## src/rtl/outport_arbiter_pkg.sv

```systemverilog
// Shared definitions for the router output-port arbiter: FSM encodings,
// default router sizes and the clog2 helper used by other router blocks.
package outport_arbiter_pkg;

  typedef enum logic [1:0] {
    ARB_IDLE  = 2'd0,
    ARB_GRANT = 2'd1,
    ARB_DRAIN = 2'd2
  } arb_state_t;

  localparam int DEF_NO_INPORT = 6;
  localparam int DEF_PHIT_SIZE = 32;

  // Never returns less than 1 so single-entry counters still get a bit.
  function automatic int clog2(input int n);
    int r;
    for (r = 0; (1 << r) < n; r++) begin
    end
    return (r < 1) ? 1 : r;
  endfunction

endpackage

```

## src/rtl/outport_arbiter_rr_pick.sv

```systemverilog
// Combinational rotate-priority encoder: first set request at or after ptr,
// wrapping past the last port back to port 0.
module rr_pick #(
  parameter int N  = 6,
  parameter int IW = 3
) (
  input  logic [N-1:0]  reqs,
  input  logic [IW-1:0] ptr,
  output logic [N-1:0]  onehot,
  output logic [IW-1:0] idx,
  output logic          any
);

  int j;

  always_comb begin
    onehot = '0;
    idx    = '0;
    any    = 1'b0;
    j      = 0;
    for (int i = 0; i < N; i++) begin
      // Explicit wrap so N need not be a power of two.
      j = int'(ptr) + i;
      if (j >= N) j = j - N;
      if (!any && reqs[j]) begin
        any       = 1'b1;
        onehot[j] = 1'b1;
        idx       = IW'(j);
      end
    end
  end

endmodule

```

## src/rtl/outport_arbiter.sv

```systemverilog
// Per-output-port round-robin switch arbiter feeding the output-port mux.
// Optional grant-hold timeout is enabled by defining ARB_TIMEOUT_EN.
module outport_arbiter
  import outport_arbiter_pkg::*;
#(
  parameter  int no_inport    = DEF_NO_INPORT,
  parameter  int drain_cycles = 2,
  parameter  int timeout      = 64,
  localparam int IW           = clog2(no_inport)
) (
  input  logic                 clk,
  input  logic                 rs,
  input  logic [no_inport-1:0] reqs,
  input  logic                 release_sig,
  output logic [no_inport-1:0] select,
  output logic                 en,
  output logic [IW-1:0]        grant_idx,
  output logic                 timed_out
);

  localparam int DW = clog2(drain_cycles);

  arb_state_t           state;
  logic [IW-1:0]        ptr;
  logic [DW-1:0]        drain_cnt;
  logic [no_inport-1:0] pick_onehot;
  logic [IW-1:0]        pick_idx;
  logic                 pick_any;
  logic [IW-1:0]        next_ptr;
  logic                 force_rel;

  rr_pick #(.N(no_inport), .IW(IW)) u_pick (
    .reqs   (reqs),
    .ptr    (ptr),
    .onehot (pick_onehot),
    .idx    (pick_idx),
    .any    (pick_any)
  );

  assign next_ptr = (grant_idx == IW'(no_inport - 1)) ? '0 : grant_idx + 1'b1;

`ifdef ARB_TIMEOUT_EN
  localparam int HW = clog2(timeout);
  logic [HW-1:0] hold;

  assign force_rel = (state == ARB_GRANT) && (hold == HW'(timeout - 1));

  always_ff @(posedge clk) begin
    if (rs || state != ARB_GRANT) hold <= '0;
    else                          hold <= hold + 1'b1;
  end
`else
  assign force_rel = 1'b0;
`endif

  always_ff @(posedge clk) begin
    if (rs) begin
      state     <= ARB_IDLE;
      ptr       <= '0;
      drain_cnt <= '0;
      select    <= '0;
      en        <= 1'b0;
      grant_idx <= '0;
      timed_out <= 1'b0;
    end else begin
      timed_out <= 1'b0;
      unique case (state)
        ARB_IDLE: begin
          if (pick_any) begin
            select    <= pick_onehot;
            grant_idx <= pick_idx;
            en        <= 1'b1;
            state     <= ARB_GRANT;
          end
        end
        ARB_GRANT: begin
          // A real release wins over a simultaneous timeout.
          if (release_sig || force_rel) begin
            select    <= '0;
            en        <= 1'b0;
            ptr       <= next_ptr;
            drain_cnt <= DW'(drain_cycles - 1);
            timed_out <= force_rel && !release_sig;
            state     <= ARB_DRAIN;
          end
        end
        ARB_DRAIN: begin
          if (drain_cnt == '0) state <= ARB_IDLE;
          else                 drain_cnt <= drain_cnt - 1'b1;
        end
        default: state <= ARB_IDLE;
      endcase
    end
  end

endmodule

```

## config.mk

```make
export PLATFORM = sky130hd
export DESIGN_NAME = outport_arbiter
export DESIGN_NICKNAME = d
export VERILOG_FILES = /design/src/rtl/outport_arbiter_pkg.sv /design/src/rtl/outport_arbiter_rr_pick.sv /design/src/rtl/outport_arbiter.sv
export SDC_FILE = /design/constraint.sdc
export NUM_CORES = 1
export LEC_CHECK = 0
export CORE_AREA = 2 2 92 94
export CTS_CLUSTER_SIZE = 24
export DETAILED_ROUTE_END_ITERATION = 8
export DIE_AREA = 0 0 94 96
export GPL_ROUTABILITY_DRIVEN = 0
export SLEW_MARGIN = 10
export SYNTH_ARGS = -nofsm -noshare
export SYNTH_HDL_FRONTEND = slang
export SYNTH_SLANG_ARGS = --single-unit
export TNS_END_PERCENT = 1
```

## constraint.sdc

```tcl
create_clock -name clk -period 9.9 [get_ports clk]
set_input_delay 1.485 -clock clk [delete_from_list [all_inputs] [get_ports clk]]
set_output_delay 1.485 -clock clk [all_outputs]
set_load 0.005 [all_outputs]
```

* Word-level counts from Yosys, hierarchy flattened *
Index checks and enable logic that the tools add are counted.
W data, S select, Z words.

cells by class
  $add $sub $neg = 13
  $lt $le $gt $ge = 18
  equality and inequality tests = 6
  multiplexer cells = 68
  bitwise gates (word level) = 5
  reductions and logical operators = 24

operators with widths
  operator                 number
  $ge A32 B1 Y1 const B    6
  $lt A32 B5 Y1 const B    6
  $mux W32                 6
  $ge A32 B4 Y1 const B    5
  $sub A32 B4 Y32 const B  5
  $mux W6                  8
  $or A6 B6 Y6             5
  $mux W1                  28
  $mux W3                  7
  $bmux W1 S3              6
  $demux W1 S3             6
  $pmux W6 S2              1
  $logic_and A1 B1 Y1      11
  $add A3 B2 Y4 const B    2
  $add A3 B3 Y4 const B    2
  $mux W2                  3
  $ne A2 B2 Y1 const B     3
  $pmux W2 S3              1
  $reduce_and A2 Y1        3
  $reduce_and A3 Y1        2
  $logic_not A1 Y1         5
  $add A3 B1 Y4 const B    1
  $pmux W1 S2              2
  $reduce_bool A2 Y1       2
  other kinds (8)          8

storage, ports and cells
  flip-flop bits (word level) = 16

* Depth between registers and ports, before layout *
  depth after elaboration = 23
  gate-level depth with buffers = 16
  depth with buffers taken out = 15

* Cells and area by module *
Synthesis repeated with hierarchy kept, for this count alone.

second synthesis, totals
  cell total of the unflattened synthesis = 269
  area, all modules = 2158.3 µm²

modules (own cells, without submodules)
  module           instances  cells each  area each (µm²)  seq. area each (µm²)
  rr_pick          1          208         1506.4           0.0
  outport_arbiter  1          61          651.9            320.3

* Least setup slack after synthesis *
OpenSTA, ideal clock, no wires.

  kind = input to register
  start = input port reqs[5]
  end = register select[0]
  setup time = 0.117 ns
  arrival time = 3.486 ns
  data required time = 9.783 ns
  path slack = 6.297 ns
  stages = 8
  cell sequence = mux2i_2 > mux2i_1 > a21oi_4 > or4b_4 > nor4_4 > a21o_1 > nor2_1 > a32o_1

on the way
  cells in the longest elaborated chain, start to end = 21
  elaborated cells between the ends (all ways) = 49
  those cells by class = 1 x eq/ne; 32 x mux; 5 x bitwise; 11 x reduce/logical

RTL lines
  element                                           line                           text
  from (decl)                                       outport_arbiter.sv:13          input logic [no_inport-1:0] reqs,
  $bmux W1 S3                                       outport_arbiter_rr_pick.sv:25  if (!any && reqs[j]) begin
  $mux W1 (implied by the code) (2 in a row)        outport_arbiter_rr_pick.sv:25
  $mux W1                                           outport_arbiter_rr_pick.sv:25
  $logic_not A1 Y1                                  outport_arbiter_rr_pick.sv:25
  $logic_and A1 B1 Y1                               outport_arbiter_rr_pick.sv:25
  $mux W1                                           outport_arbiter_rr_pick.sv:25
  $logic_not A1 Y1                                  outport_arbiter_rr_pick.sv:25
  $logic_and A1 B1 Y1                               outport_arbiter_rr_pick.sv:25
  [4 not listed]                                    --
  $logic_not A1 Y1                                  outport_arbiter_rr_pick.sv:25
  $logic_and A1 B1 Y1                               outport_arbiter_rr_pick.sv:25
  $mux W1                                           outport_arbiter_rr_pick.sv:25
  $logic_not A1 Y1                                  outport_arbiter_rr_pick.sv:25
  $logic_and A1 B1 Y1                               outport_arbiter_rr_pick.sv:25
  $mux W6 or $mux W1 (tied branches)                outport_arbiter_rr_pick.sv:25
  $mux W6 or $ne A2 B2 Y1 (tied branches)           --
  $pmux W6 S2 or $reduce_and A3 Y1 (tied branches)  --
  to (signal assigned)                              outport_arbiter.sv:70          select <= pick_onehot;
  to (decl)                                         outport_arbiter.sv:15          output logic [no_inport-1:0] select,

Several ways; a longest one is shown, not always the timed one. The select of a mux whose other input is x is not followed.
A chain may end at the register's enable or synchronous reset.

* Final worst setup path *
  start = register ptr[1]
  end = register select[2]

on the way
  cells in the longest elaborated chain, start to end = 23
  elaborated cells between the ends (all ways) = 102
  those cells by class = 11 x add/sub; 18 x order compare; 1 x eq/ne; 50 x mux; 5 x bitwise; 17 x reduce/logical

RTL lines
  element                                                                   line                   text
  from (decl)                                                               outport_arbiter.sv:24  logic [IW-1:0] ptr;
  from (signal assigned)                                                    outport_arbiter.sv:81  ptr <= next_ptr;
  parallel branches: the longest is 23 deep, another holds $sub A32 B4 Y32  --

Several ways; the timed one is not identified. The select of a mux whose other input is x is not followed.

==> summary.txt <==
Status
  – Status: complete, no violations

Floorplanning
  – Die Height: 96 um
  – I/O pins: 20
  – Number of cell rows: 33
  – Die Area: roughly 9000 sq um
  – Chip width: about 94 um
  – Core area: about 8100 sq um
  – Starting Density: 0.285

Critical path
  – Crit path DAT: 4.53 ns
  – Register-to-Register Path Depth: 11
  – Crit-path slowest cell: ha_1
  – CP endpoint kind: flip-flop
  – Reg2reg start: ptr[1]$_SDFFE_PP0P_
  – Critical path's largest stage delay: roughly 0.87 ns
  – CP cell instances: inv_1, ha_1, inv_1, ha_1, nand2b_1, o311ai_1, a21o_1, nor4_4, and2b_4, a311o_1, a32o_1
  – Crit path max fanout: 24
  – Worst setup path class: flip-flop to flip-flop
  – Worst reg2reg setup slack: 5.51 ns
  – WP data required: between 10 and 15 ns
  – Reg2Reg Capture Point: select[2]$_SDFFE_PP0P_
  – Startpoint Class: flip-flop

Synthesis
  – Fraction of registers with async set/reset: 0
  – Mapped Cells: roughly 290
  – Post-Synthesis Cell Area: 2290 sq um
  – Post-synthesis simple-gate area fraction: 0.293
  – Synth cell types: between 70 and 80
  – Ys flop type: dfxtp_1
  – Synthesized flop and latch total: 16
  – Seq/Total Area, Yosys: 0.140
  – Synth warn: 0
  – Net Count, Synth: approximately 320
  – Compound-Gate Fraction of Synth Area: 0.291
  – Mux contribution to synthesized area: 0.0781
  – Synth Area in Adders: 0.104
  – Avg Cell Area, Syn: 7.79 sq um
  – Xor and xnor area share after synthesis: 0.0306
  – Post-synth EDFFs: 0
  – Largest family of logic cells by synthesized area: simple AND/OR/NAND/NOR gates

Detailed routing
  – Wire length on met1: ~3000 um
  – Number of DRC markers in iteration 0: 200
  – Vias post-DR: between 2000 and 2500
  – Final WL: 6210 um
  – DRT antenna net count: 0
  – Drc violations: 0
  – Metal2 WL: between 2000 and 3000 um
  – Routed wl met3: 185 um
  – Vias/cell: between 5 and 6
  – Avg WL per Cell: approximately 15 um
  – Pre-antenna DRT Iters: 4
  – Top sig layer: met4

STA
  – Max Slew Vio Count: 0
  – Fin crit period: between 4 and 5 ns
  – Slew margin rel.: 0.447
  – Worst Slack Setup Final: approximately 5.5 ns
  – Period utilisation layout: 0.443
  – RSZ-0062 raised after global routing: no
  – Worst-Margin Slew: approximately 0.83 ns
  – Skew final: roughly 0.00061 ns
  – Setup tns final: 0 ns
  – Setup violators final: 0
  – Hold Violations, Final: 0
  – Fmax: approximately 0.23 GHz

Power and ir drop
  – Pwr/cell area: 147 nW/um^2
  – Peak supply drop: 0.0646 mV
  – Tot Pwr: around 380 uW
  – Leakage: between 0.0009 and 0.001 uW

Clock network
  – Hold Buf Count CTS: 0
  – Post-CTS sizing: 0
  – Clock Sinks: 16
  – Post-CTS setup buffer count: 0
  – Clk Latency, worst-skew pair: 0.25 ns
  – Clock transition at path regs: ~0.060 ns
  – Inserted Clock Buffers: 3
  – CTS Root Cell: clkbuf_8
  – H-tree levels: 1
  – CTS max path bufs: 2
  – CTS tree: built

Placed design
  – DP Worst Slack: between 5 and 6 ns
  – Port Buf Inserts: 18
  – HPWL after DPL: 4740 um

Global route
  – Total gr overflow: 0
  – Initial antenna violation count: 0
  – First-pass GRT wire length: around 10000 um
  – Gr usage total: 0.143
  – Largest net degree at the start of global routing: 34
  – Vias in the first global route: 2081

Worst hold path
  – Hold Path Origin: en$_SDFFE_PP0P_
  – WHS Endpoint: en$_SDFFE_PP0P_
  – Hold Crit Depth: 2
  – Min-Delay Path Class: flip-flop to flip-flop

Final layout
  – # diodes: 0
  – Final core occ: 0.321
  – Final net count: about 330
  – Share of layout cells above drive strength 1: 0.105
  – Fillers: approximately 850
  – Layout area overhead: 12.7%

Job
  – Max cap viols: 0
==> synthesized netlist by cell type, drive strengths merged (4+ instances only) <==
cell type / instances / area share
a31oi: 4 / 0.011
buf: 9 / 0.029
nor2: 25 / 0.041
nor3: 7 / 0.017
a21o: 7 / 0.023
ha: 19 / 0.10
mux2: 4 / 0.023
a32o: 7 / 0.031
nand4: 6 / 0.016
a21oi: 19 / 0.058
xnor2: 4 / 0.027
inv: 16 / 0.026
dfxtp: 16 / 0.14
and3: 7 / 0.019
nor2b: 6 / 0.016
nand2b: 10 / 0.027
mux2i: 10 / 0.045
a211oi: 6 / 0.020
clkbuf: 4 / 0.0066
o21ai: 16 / 0.035
nand3: 12 / 0.026
nand2: 25 / 0.041
==> worst max-delay path, delay by kind of cell, from the launching register on <==
kind	cells	cell delay, ns
buffers and inverters	2	0.54
adder cells (fa/ha/maj)	2	1.25
flip-flops	1	0.60
AND/OR/NAND/NOR	3	0.47
AO/OA/AOI/OAI	4	1.41
==> cell families (layout without fill, tap and decap cells) <==
kind of cell / count (synthesis) / count (layout)
xor gates and xnor gates: 5 / 5
buffers and inverters: 29 / 39
muxes: 15 / 15
other: 1 / 1
AOI/OAI and AO/OA: 89 / 89
and+or+nand+nor: 120 / 120
DFF: 16 / 16
adders and majority gates: 19 / 19
==> metal layers <==
metal  vias up  global-route usage
met5         -                   0
met4         0              0.0386
met3         6              0.0157
met2        42               0.238
met1      1042               0.196
li1       1130                   -
==> cell type report <==
type	count	area [sq um]	share of cell area
Multi-Input combinational cell	249	1830	0.708
Sequential cell	16	320	0.124
Timing Repair Buffer	19	188	0.0727
Tap cell	105	131	0.0509
Inverter	16	60.1	0.0233
Clock buffer	4	55.1	0.0213
==> worst max-delay path by stage <==
stage	start	endpoint	slack, ns	depth (start not counted)
after floorplan	reqs[5]	select[0]$_SDFFE_PP0P_	6.30	8
after global placement	reqs[3]	select[0]$_SDFFE_PP0P_	5.34	9
after detailed placement	reqs[3]	select[0]$_SDFFE_PP0P_	5.41	9
after CTS	ptr[1]$_SDFFE_PP0P_	select[2]$_SDFFE_PP0P_	5.58	11
after global routing	ptr[1]$_SDFFE_PP0P_	select[3]$_SDFFE_PP0P_	5.28	11
final	ptr[1]$_SDFFE_PP0P_	select[2]$_SDFFE_PP0P_	5.51	11
==> report_power, final <==
group | switching (uW) | internal, uW | leakage (uW)
Combinational | 137 | 99.7 | 0.000802
Clock | 22.4 | 35.3 | 0.0000288
Sequential | 10.8 | 73.2 | 0.000132
==> layout by cell type, fill, tap and decap left out, types with 3 or more instances in the layout <==
master           instances
a211oi_1                 6
a21o_1                   7
a21oi_1                 15
a21oi_4                  3
a311oi_1                 3
a31oi_1                  4
a32o_1                   7
and3_1                   7
clkbuf_8                 4
clkdlybuf4s50_1         18
dfxtp_1                 16
ha_1                    19
inv_1                   13
inv_2                    3
mux2i_1                  9
nand2_1                 25
nand2b_1                10
nand3_1                 12
nand3b_1                 3
nand4_1                  6
nor2_1                  25
nor2b_1                  6
nor3_1                   6
o211ai_1                 3
o21ai_0                 16
or3_1                    3
==> sequential cells by signal, indices dropped and copies added, names as in the netlist <==
signal	count
select	6
grant_idx	3
ptr	3
state	2
drain_cnt	1
en	1
==> per-stage QoR <==
step	instance area [sq um]	cells	hold WS (ns)
floorplan	2290	294	0.453
global placement	2530	405	0.443
detailed placement	2530	405	0.456
CTS	2580	409	0.466
global route	2580	409	0.514
finish	2580	409	0.461
(Power assumes the default switching activity.)
